[src/rtl/maze_mem_sequencer_if.sv]
// maze_mem_sequencer_if: maze cell RAM port (addr, wdata, we, re driven by master; rdata driven by slave)
interface maze_mem_sequencer_if #(
  parameter int DATA_W = 4,
  parameter int ADDR_W = 6
);
  logic [ADDR_W-1:0] mem_addr;
  logic [DATA_W-1:0] mem_wdata;
  logic [DATA_W-1:0] mem_rdata;
  logic mem_we;
  logic mem_re;
  modport master(output mem_addr, mem_wdata, mem_we, mem_re, input mem_rdata);
  modport slave(input mem_addr, mem_wdata, mem_we, mem_re, output mem_rdata);
endinterface

[src/rtl/maze_mem_sequencer.sv]
// maze_mem_sequencer: fills maze RAM then runs bounds/wall-checked player moves; ports clk, nst, start, key_valid/key_value in, mem RAM bus, pos/busy/done/bump out
module maze_mem_sequencer #(
  parameter int DATA_W = 4,
  parameter int ADDR_W = 6,
  parameter int DEPTH = 64,
  parameter int COLS = 8,
  parameter int FILL_MOD = 4,
  parameter int WALL_CODE = 15,
  parameter int EMPTY_CODE = 0,
  parameter int PLAYER_CODE = 14
) (
  input  logic clk,
  input  logic nst,
  input  logic start,
  input  logic key_valid,
  input  logic [3:0] key_value,
  maze_mem_sequencer_if.master mem,
  output logic [ADDR_W-1:0] pos,
  output logic busy,
  output logic done,
  output logic bump
);
  typedef enum logic [3:0] {
    IDLE, FILL_WR, FILL_GAP, PLR_WR, PLR_GAP, DONE, READY,
    RD, CHK, WR_OLD, GAP, WR_NEW, BUMP
  } state_t;
  state_t state, next;
  logic [ADDR_W-1:0] cnt, tgt;
  logic [ADDR_W:0] cand;
  logic [31:0] col;
  logic oob, key_ok;
  assign col = 32'(pos) % COLS;
  assign key_ok = key_valid && key_value[3:2] == 2'b00;
  always_comb begin
    cand = key_value[1] ? (key_value[0] ? {1'b0, pos} + (ADDR_W+1)'(1) : {1'b0, pos} - (ADDR_W+1)'(1))
                        : (key_value[0] ? {1'b0, pos} + (ADDR_W+1)'(COLS) : {1'b0, pos} - (ADDR_W+1)'(COLS));
    oob = cand[ADDR_W] || 32'(cand) >= DEPTH
          || (key_value == 4'd2 && col == 0) || (key_value == 4'd3 && col == COLS - 1);
  end
  always_ff @(posedge clk or negedge nst) begin
    if (!nst) begin
      state <= IDLE;
      cnt <= '0;
      tgt <= '0;
      pos <= '0;
    end else begin
      state <= next;
      cnt <= state == FILL_GAP ? cnt + ADDR_W'(1) : (state == IDLE || state == READY) ? '0 : cnt;
      tgt <= state == READY ? cand[ADDR_W-1:0] : tgt;
      pos <= state == PLR_GAP ? '0 : state == WR_NEW ? tgt : pos;
    end
  end
  always_comb begin
    next = state;
    case (state)
      IDLE:     next = start ? FILL_WR : IDLE;
      FILL_WR:  next = FILL_GAP;
      FILL_GAP: next = cnt == ADDR_W'(DEPTH - 1) ? PLR_WR : FILL_WR;
      PLR_WR:   next = PLR_GAP;
      PLR_GAP:  next = DONE;
      DONE:     next = READY;
      READY:    next = start ? FILL_WR : key_ok ? (oob ? BUMP : RD) : READY;
      RD:       next = CHK;
      CHK:      next = mem.mem_rdata == DATA_W'(WALL_CODE) ? BUMP : WR_OLD;
      WR_OLD:   next = GAP;
      GAP:      next = WR_NEW;
      WR_NEW:   next = DONE;
      BUMP:     next = READY;
      default:  next = IDLE;
    endcase
  end
  always_comb begin
    busy = !(state == IDLE || state == READY);
    done = state == DONE;
    bump = state == BUMP;
    mem.mem_we = state inside {FILL_WR, PLR_WR, WR_OLD, WR_NEW};
    mem.mem_re = state == RD;
    mem.mem_addr = state == FILL_WR ? cnt : state == WR_OLD ? pos
                 : (state == RD || state == WR_NEW) ? tgt : '0;
    mem.mem_wdata = state == FILL_WR ? DATA_W'(32'(cnt) % FILL_MOD + 1)
                  : (state == PLR_WR || state == WR_NEW) ? DATA_W'(PLAYER_CODE)
                  : state == WR_OLD ? DATA_W'(EMPTY_CODE) : '0;
  end
endmodule

[src/flat_wrapper.sv]
// flat-port wrapper written by rule: the top's interface ports become plain ports
module maze_mem_sequencer_flat 
#(
  parameter int DATA_W = 4,
  parameter int ADDR_W = 6,
  parameter int DEPTH = 64,
  parameter int COLS = 8,
  parameter int FILL_MOD = 4,
  parameter int WALL_CODE = 15,
  parameter int EMPTY_CODE = 0,
  parameter int PLAYER_CODE = 14
)
  (clk, nst, start, key_valid, key_value, pos, busy, done, bump, mem_mem_addr, mem_mem_wdata, mem_mem_we, mem_mem_re, mem_mem_rdata);
  maze_mem_sequencer_if #(.DATA_W(DATA_W), .ADDR_W(ADDR_W)) mem_i ();
  input  logic clk;
  input  logic nst;
  input  logic start;
  input  logic key_valid;
  input  logic [3:0] key_value;
  output logic [ADDR_W-1:0] pos;
  output logic busy;
  output logic done;
  output logic bump;
  output wire logic [$bits(mem_i.mem_addr)-1:0] mem_mem_addr;
  output wire logic [$bits(mem_i.mem_wdata)-1:0] mem_mem_wdata;
  output wire logic [$bits(mem_i.mem_we)-1:0] mem_mem_we;
  output wire logic [$bits(mem_i.mem_re)-1:0] mem_mem_re;
  input wire logic [$bits(mem_i.mem_rdata)-1:0] mem_mem_rdata;
  assign mem_mem_addr = mem_i.mem_addr;
  assign mem_mem_wdata = mem_i.mem_wdata;
  assign mem_mem_we = mem_i.mem_we;
  assign mem_mem_re = mem_i.mem_re;
  assign mem_i.mem_rdata = mem_mem_rdata;
  maze_mem_sequencer #(.DATA_W(DATA_W), .ADDR_W(ADDR_W), .DEPTH(DEPTH), .COLS(COLS), .FILL_MOD(FILL_MOD), .WALL_CODE(WALL_CODE), .EMPTY_CODE(EMPTY_CODE), .PLAYER_CODE(PLAYER_CODE)) u_core (.clk(clk), .nst(nst), .start(start), .key_valid(key_valid), .key_value(key_value), .mem(mem_i), .pos(pos), .busy(busy), .done(done), .bump(bump));
endmodule
[config.mk]
export PLATFORM = sky130hd
export DESIGN_NAME = maze_mem_sequencer_flat
export DESIGN_NICKNAME = d
export VERILOG_FILES = /design/src/rtl/maze_mem_sequencer_if.sv /design/src/rtl/maze_mem_sequencer.sv /design/src/flat_wrapper.sv
export SDC_FILE = /design/constraint.sdc
export NUM_CORES = 1
export LEC_CHECK = 0
export ABC_AREA = 1
export BUFFER_PORTS_ARGS = -buffer_cell sky130_fd_sc_hd__buf_2
export CAP_MARGIN = 20
export CORE_ASPECT_RATIO = 1.5
export CORE_MARGIN = 2
export CORE_UTILIZATION = 51
export CTS_BUF_LIST = sky130_fd_sc_hd__clkbuf_2
export CTS_CLUSTER_SIZE = 24
export DETAILED_ROUTE_END_ITERATION = 16
export GPL_TIMING_DRIVEN = 0
export PLACE_DENSITY = 0.78
export SYNTH_ARGS = -nofsm -noshare
export SYNTH_HDL_FRONTEND = slang
export SYNTH_SLANG_ARGS = --single-unit
[constraint.sdc]
create_clock -name clk -period 1.6 [get_ports clk]
set_input_delay 0.48 -clock clk [delete_from_list [all_inputs] [get_ports clk]]
set_output_delay 0.48 -clock clk [all_outputs]
set_load 0.005 [all_outputs]
* Word-level counts from Yosys, hierarchy flattened *
Cells that the tools add are included.

storage, ports and cells
  flip-flop bits (word level) = 22
  output and inout port bits = 21

cells by class
  add/subtract/negate cells = 6
  $lt $le $gt $ge = 1
  equality and inequality tests = 17
  mux-type cells = 19
  reductions and logical operators = 18

operator list
  kind                                               count
  one-hot mux 4 bit (11 select lines)                1
  2-to-1 mux 6 bit                                   7
  logical NOT 32 bit                                 1
  == test 4 bit (second input constant)              6
  2-to-1 mux 7 bit                                   3
  2-to-1 mux 4 bit                                   5
  == test 4 x 2 -> 1 bit (second input constant)     4
  == test 4 x 3 -> 1 bit (second input constant)     4
  adder 6 x 1 -> 7 bit (second input constant)       1
  adder 6 x 4 -> 7 bit (second input constant)       1
  >= comparator 7 bit (second input constant)        1
  subtractor 6 x 1 -> 7 bit (second input constant)  1
  subtractor 6 x 4 -> 7 bit (second input constant)  1
  adder 6 x 1 -> 6 bit (second input constant)       1
  == test 6 bit (second input constant)              1
  logical OR 1 bit                                   6
  == test 4 x 1 -> 1 bit (second input constant)     1
  logical NOT 4 bit                                  1
  nonzero test 2 bit                                 2
  nonzero test 4 bit                                 1
  OR reduction 2 bit                                 2
  adder 2 x 1 -> 3 bit (second input constant)       1
  == test 3 bit (second input constant)              1
  logical AND 1 bit                                  3
  5 further kinds                                    5

* Depth between registers and ports, before layout *
Gate-level depths: netlist of run 1.

  depth in word-level cells = 11
  depth in mapped cells = 12
  depth with buffers taken out = 12

* Worst setup path after synthesis of run 1 *
OpenSTA, ideal clock, no wires.

  kind = input port to flip-flop
  from = input port key_value[0]
  to = register u_core.state[1]
  library setup time = 0.132 ns
  arrival time = 1.706 ns
  required time = 1.468 ns
  setup slack = -0.239 ns
  stages = 11
  path buffers = 0
  cell sequence = inv_1 > ha_1 > or2_2 > nand3_1 > nand2_1 > nand2_1 > nand2_1 > nand2_1 > nand2_2 > nand2_1 > nand3_1

on the way
  longest elaborated chain between the ends = 10
  elaborated cells between the ends (all ways) = 15
  those cells by class = order compare: 1; eq/ne: 2; mux: 7; reduce/logical: 5

ends and longest elaborated chain
  item                                   RTL line                                            text
  start, declared                        flat_wrapper.sv:19                                  input logic [3:0] key_value;
  2-to-1 mux 7 bit (on tied branches)    maze_mem_sequencer.sv:36, maze_mem_sequencer.sv:35
  2-to-1 mux 7 bit                       maze_mem_sequencer.sv:35                            cand = key_value[1] ? (key_value[0] ? {1'b0, pos} + (ADDR_W+1)'(1) : {1'b0, pos} - (ADDR_W+1)'(1))
  >= comparator 7 bit                    maze_mem_sequencer.sv:37                            oob = cand[ADDR_W] || 32'(cand) >= DEPTH
  logical OR 1 bit                       maze_mem_sequencer.sv:37
  logical OR 1 bit                       maze_mem_sequencer.sv:38                            || (key_value == 4'd2 && col == 0) || (key_value == 4'd3 && col == COLS - 1);
  logical OR 1 bit *                     maze_mem_sequencer.sv:38
  2-to-1 mux 4 bit * (3 in a row)        maze_mem_sequencer.sv:62                            READY: next = start ? FILL_WR : key_ok ? (oob ? BUMP : RD) : READY;
  one-hot mux 4 bit (11 select lines) *  maze_mem_sequencer.sv:55                            case (state)
  named net u_core.next[1]               maze_mem_sequencer.sv:27                            state_t state, next;
  end signal, assigned                   maze_mem_sequencer.sv:47                            state <= next;
  end, declared                          maze_mem_sequencer.sv:27

Mark *: on every way through the listed nets, which the timed path passes. The rest lies on a longest branch.
A chain may end at the register's enable or synchronous reset.

* Worst setup path in the final report of run 1 *
  from = register u_core.state[1]
  to = output port mem_mem_addr[4]

on the way
  longest elaborated chain between the ends = 5
  elaborated cells between the ends (all ways) = 8
  those cells by class = eq/ne: 4; mux: 3; reduce/logical: 1

ends and longest elaborated chain
  item                                                     RTL line                  text
  == test 4 x 3 -> 1 bit or == test 4 bit (tied branches)  maze_mem_sequencer.sv:79  : (state == RD || state == WR_NEW) ? tgt : '0;
  logical OR 1 bit                                         maze_mem_sequencer.sv:79
  2-to-1 mux 6 bit                                         maze_mem_sequencer.sv:79
  2-to-1 mux 6 bit                                         maze_mem_sequencer.sv:78  mem.mem_addr = state == FILL_WR ? cnt : state == WR_OLD ? pos
  2-to-1 mux 6 bit *                                       maze_mem_sequencer.sv:78
  end, declared                                            flat_wrapper.sv:24        output wire logic [$bits(mem_i.mem_addr)-1:0] mem_mem_addr;

Every way passes the cells marked *; elsewhere a longest branch is shown, timed or not.

==> results of run 1 <==
cell type report:
type / count / area (sq um) / area share
flip-flops and latches: 22 / 558.0 / 0.2434
plain buffers: 1 / 5.005 / 0.002183
clock buffers: 3 / 15.01 / 0.006550
multi-input cells: 157 / 1087 / 0.4743
repair buffers: 59 / 420.4 / 0.1834
well taps: 39 / 48.80 / 0.02129
clock inverters: 1 / 3.754 / 0.001638
inverters: 40 / 153.9 / 0.06714
report_power, final:
part / internal (uW) / switching [uW] / total (uW) / leakage [uW]
registers: 771 / 253 / 1020 / 0.000280
logic: 1040 / 1350 / 2390 / 0.000847
clock network: 54.3 / 172 / 227 / 0.0000140
total: 1860 / 1780 / 3640 / 0.00114
placed cells by master, fill, tap and decap left out, types with 3 or more instances in the layout:
cell	count
a21oi_1	5
buf_2	31
buf_4	16
buf_6	12
clkbuf_2	3
dfrtp_1	16
dfrtp_2	6
ha_4	5
inv_1	25
inv_2	14
nand2_1	45
nand2_2	7
nand2_4	6
nand3_1	11
nand4_1	5
nor2_1	15
nor2_2	5
nor2_4	5
o21ai_0	8
o221ai_2	3
o22ai_1	11
state kept, by name, summed over array words and instances (netlist names):
| register | count |
|---|---|
| u_core.tgt | 6 |
| u_core.state | 4 |
| u_core.pos | 6 |
| u_core.cnt | 6 |
worst reg2reg max path: stages (launching register included):
cell,delay (ns)
dfrtp_2,0.49
fa_2,0.38
nand2_2,0.09
nand2_2,0.06
nand3_2,0.09
nand2_1,0.05
nand2_1,0.05
nand2_1,0.06
nand2_1,0.07
nand2_2,0.08
nand2_1,0.08
nand3_1,0.07
logic make-up (layout without fill, tap and decap cells):
family,count (synthesis),in the layout
buffers and inverters,41,104
AOI/OAI and AO/OA,39,39
adders and majority gates,8,8
and+or+nand+nor,106,106
DFF,22,22
xor gates and xnor gates,4,4
repair_timing:
item	CTS	global route
pin swaps	11	15
buffers inserted	16	14
endpoints found under the setup margin	20	22
resized for setup	40	33
per-layer routing:
layer,share of wire,wire length [microns],vias up,GRT usage
li1,-,-,854,-
met1,0.37,1841,859,0.2786
met2,0.54,2725,91,0.4640
met3,0.047,236,25,0.01646
met4,0.045,224,0,0.1556
met5,0,0,-,0
worst paths after layout:
path / endpoint / slack, ns / cells past startpoint
min: u_core.cnt[2] / 0.07 / 1
min in group clk: u_core.state[1] / 0.45 / 4
max: mem_mem_addr[4] / -0.48 / 7
max reg2reg: u_core.state[1] / -0.08 / 11
min reg2reg: u_core.tgt[5] / 0.54 / 2
max in group asynchronous: u_core.state[2] / 1.16 / 1
metrics by stage:
step / total power [uW] / instances
6_report: 3641 / 322
5_1_grt: 3886 / 322
4_1_cts: 3131 / 311
3_5_place_dp: 2509 / 291
3_3_place_gp: 2486 / 291
2_1_floorplan: 2047 / 220
==> metrics, run 1 <==
Fill cells=207; Leak=0.001142 uW; max_slew headroom=0.6653; initial antenna violation count=0; Worst setup startpoint=u_core.state[1]; main combinational cell family by area after synthesis=simple AND/OR/NAND/NOR gates; critical register-to-register path startpoint=u_core.pos[1]; Synth Cell Area=1570 sq um; DRT Pass-1 Iters=4; final setup vio count=17; number of vias per cell=5.680; root buf cell=clkbuf_2; first-pass GRT wire length=7.038 mm; Tightest Pin Transition=0.5020 ns; register bit count reported by yosys=22; Starting Density=0.5391; Slew Limit Fails=0; Worst Skew=0.003953 ns; Mapped Cells=220; Layout area overhead=45.98%; antenna cell count=0; CP delay by family, top=flip-flops; Critical Path, Cell by Cell=inv_2 -> nand2_4 -> nor2_4 -> buf_6 -> nand2_1 -> nand3_1 -> buf_2; PortBufs=32; Synth Area in Compound Gates=0.1610; synth unique cells=32; sequential cell area fraction in the yosys report=0.3506; Die W=49.31 microns; Synth Flop Type=dfrtp_1; Worst Path Arrival=1.60 ns; Avg Inst Size Synth=7.138 sq um; xor and xnor area share after synthesis=0.02231; CTS tree=built; routed len/inst=15.61 microns; simple-gate share of the synthesized area=0.2940; Clock Path Buffers=2; Buf/Inv on CP=3; core area=2913 sq um; Ports=33; H-tree levels=1; Power Density=1589 nW/um^2; Clk pin slew, worst setup/hold paths=0.21 ns; post-synthesis adder-cell area fraction=0.07331; RSZ-0062 raised after global routing=yes; drt drc=0; HP Class=in2async; GRT Residual Overflow=0; largest net degree at the start of global routing=23; final wirelength=5.027 mm; Worst setup EP type=output pin; WP data required=1.12 ns; Hold Buf Count CTS=0; Tcrit/Tclk final=1.297; layout cells sized above 1=0.4417; leading area contributor after synthesis=dfrtp_1; gp weighted congestion=0.9249; WHS=0.06639 ns; Die H=71.96 microns; Max-Cap Viols=0; dpl cell area=1798 sq um; maximum VDD drop=0.001098 V; slowest CP cell=dfrtp_2; Fin. Hold Viols=0; failing checks=setup timing; setup slack after layout=-0.4756 ns; Mapped Nets=240; total number of vias=1,829; vias in the first global route=1,678; gr usage total=0.2518; count leader, synth=nand2_1; crit path time final=2.076 ns; Synth top area share=0.3506; Synth warnings=0; Crit Path Class=reg2out; die area=3548 sq um; CTS sink count=22; mux contribution to synthesized area=0; initial DRC count=67; remaining antenna violation count=0; Site Rows=24; later-pin clock latency in the skew report=0.33 ns; Critical Path Source Type=flip-flop; CP Max Fanout=3; Setup WS pre-CTS=-0.5494 ns; post-route design area=2292 sq um; Final Util=0.7869; Final nets=304; top post-synthesis cells by count=nand2_1, inv_1, nor2_1; async set-or-reset flop fraction in the synthesized netlist=1.000; fmax=0.4818 GHz; Inserted Clock Buffers=3; Post-synth EDFFs=0; outcome=complete, but fails checks; setup TNS=-5.656 ns; CP peak stage delay=0.50 ns; synth top area cells=dfrtp_1, nand2_1, inv_1; final HPWL from detailed placement=3.015 mm
Power figures use the tool's default switching activity.
==> inputs of run 2 (changes only) <==
Settings changed: REMOVE_ABC_BUFFERS from default to 1.
==> metrics, run 2 (synthesis gave the netlist of run 1 again) <==
WP data required=1.12 ns; drt drc=0; setup slack after layout=-0.5391 ns; CTS tree=built; die area=3548 sq um; Clock Path Buffers=2; GRT Residual Overflow=0; Worst Path Arrival=1.66 ns; Ports=33; layout cells sized above 1=0.4130; Starting Density=0.5391; commonest non-fill, non-tap cell in the layout=nand2_1; Clk pin slew, worst setup/hold paths=0.22 ns; Crit Path Class=reg2out; biggest regs=u_core.cnt x6, u_core.pos x6, u_core.tgt x6; Die W=49.31 microns; Site Rows=24; initial DRC count=58; fmax=0.4675 GHz; final wirelength=4.730 mm; Fin. Hold Viols=0; CP delay by family, top=flip-flops; later-pin clock latency in the skew report=0.36 ns; gp weighted congestion=0.9258; root buf cell=clkbuf_2; largest net degree at the start of global routing=23; H-tree levels=1; CP Max Fanout=8; Die H=71.96 microns; Worst setup EP type=output pin; Critical Path Source Type=flip-flop; crit path time final=2.139 ns; Layout area overhead=41.91%; Buf/Inv on CP=3; max_slew headroom=0.6795; Inserted Clock Buffers=3; slowest CP cell=dfrtp_2; Tightest Pin Transition=0.4807 ns; remaining antenna violation count=0; first-pass GRT wire length=7.251 mm; total number of vias=1,735; final HPWL from detailed placement=3.032 mm; vias in the first global route=1,696; initial antenna violation count=0; number of vias per cell=5.508; Critical Path, Cell by Cell=buf_4 -> nor2_4 -> nand2_4 -> inv_4 -> nand2_1 -> nand3_2 -> buf_2; DRT Pass-1 Iters=4; routed len/inst=15.02 microns; PortBufs=32; CP peak stage delay=0.50 ns; most frequent cells in the layout=nand2_1, buf_2, inv_1; final setup vio count=18; Max-Cap Viols=0; core area=2913 sq um; placed instance count=290; Slew Limit Fails=0; Hold Buf Count CTS=0; Worst Skew=0.008986 ns; R2R cell count=11; Power Density=1606 nW/um^2; fin cells=315; outcome=complete, but fails checks; CTS sink count=22; maximum VDD drop=0.001038 V; Tcrit/Tclk final=1.337; HP Class=in2async; Fill cells=221; antenna cell count=0; failing checks=setup timing; Final nets=297; RSZ-0062 raised after global routing=yes; gr usage total=0.2664; Final Util=0.7650; Worst path depth=7; Leak=0.001080 uW
[run 2: final timing paths]
check | startpoint | end | slack (ns)
worst max register to register | u_core.pos[0] | u_core.state[1] | -0.10
min in group clk | start | u_core.state[1] | 0.40
worst min-delay path | nst | u_core.pos[2] | 0.03
worst min register to register | u_core.cnt[5] | u_core.cnt[5] | 0.55
worst max-delay path | u_core.state[2] | mem_mem_addr[4] | -0.54
max in group asynchronous | nst | u_core.state[2] | 1.21
[run 2: worst register-to-register path, delay by kind of cell, from the launching register on]
family                     cells  cell delay (ns)
adders and majority gates      1             0.41
DFF                            1             0.49
and+or+nand+nor               10             0.70
[run 2: stage by stage]
step                setup slack, ns  setup TNS, ns  cell area (sq um)  hold slack (ns)  power (uW)
global placement            -0.5618         -4.740               1774           0.4672        2461
finish                      -0.5391         -6.560               2228          0.03107        3579
CTS                         -0.4864         -5.728               2069          0.05310        3169
detailed placement          -0.5551         -4.870               1774           0.4678        2495
global route                -0.6213         -8.050               2228          0.07244        3837
floorplan                   -0.2387        -0.6974               1565           0.1844        2026
[run 2: final cells by class]
| class | instances | area [sq um] | area share |
|---|---|---|---|
| clock buffers | 3 | 15.01 | 0.006738 |
| clock inverters | 1 | 3.754 | 0.001684 |
| inverters | 40 | 158.9 | 0.07131 |
| multi-input cells | 157 | 1084 | 0.4862 |
| flip-flops and latches | 22 | 558.0 | 0.2504 |
| well taps | 39 | 48.80 | 0.02190 |
| repair buffers | 53 | 360.3 | 0.1617 |
[run 2: report_power, final]
part / total [uW] / switching (uW) / internal, uW
registers: 1000 / 231 / 770
clock network: 237 / 183 / 54.2
logic: 2340 / 1340 / 1000
[run 2: timing repair]
action	4_1_cts	5_1_grt
endpoints found under the setup margin	24	21
resized for setup	44	28
setup buffers	12	10
pin swaps	11	11
[run 2: per-layer routing]
layer / track usage / up-vias / part of all wire
li1: - / 840 / -
met1: 0.2817 / 822 / 0.37
met2: 0.5150 / 57 / 0.57
met3: 0.008230 / 16 / 0.027
met4: 0.1587 / 0 / 0.034
met5: 0 / - / 0
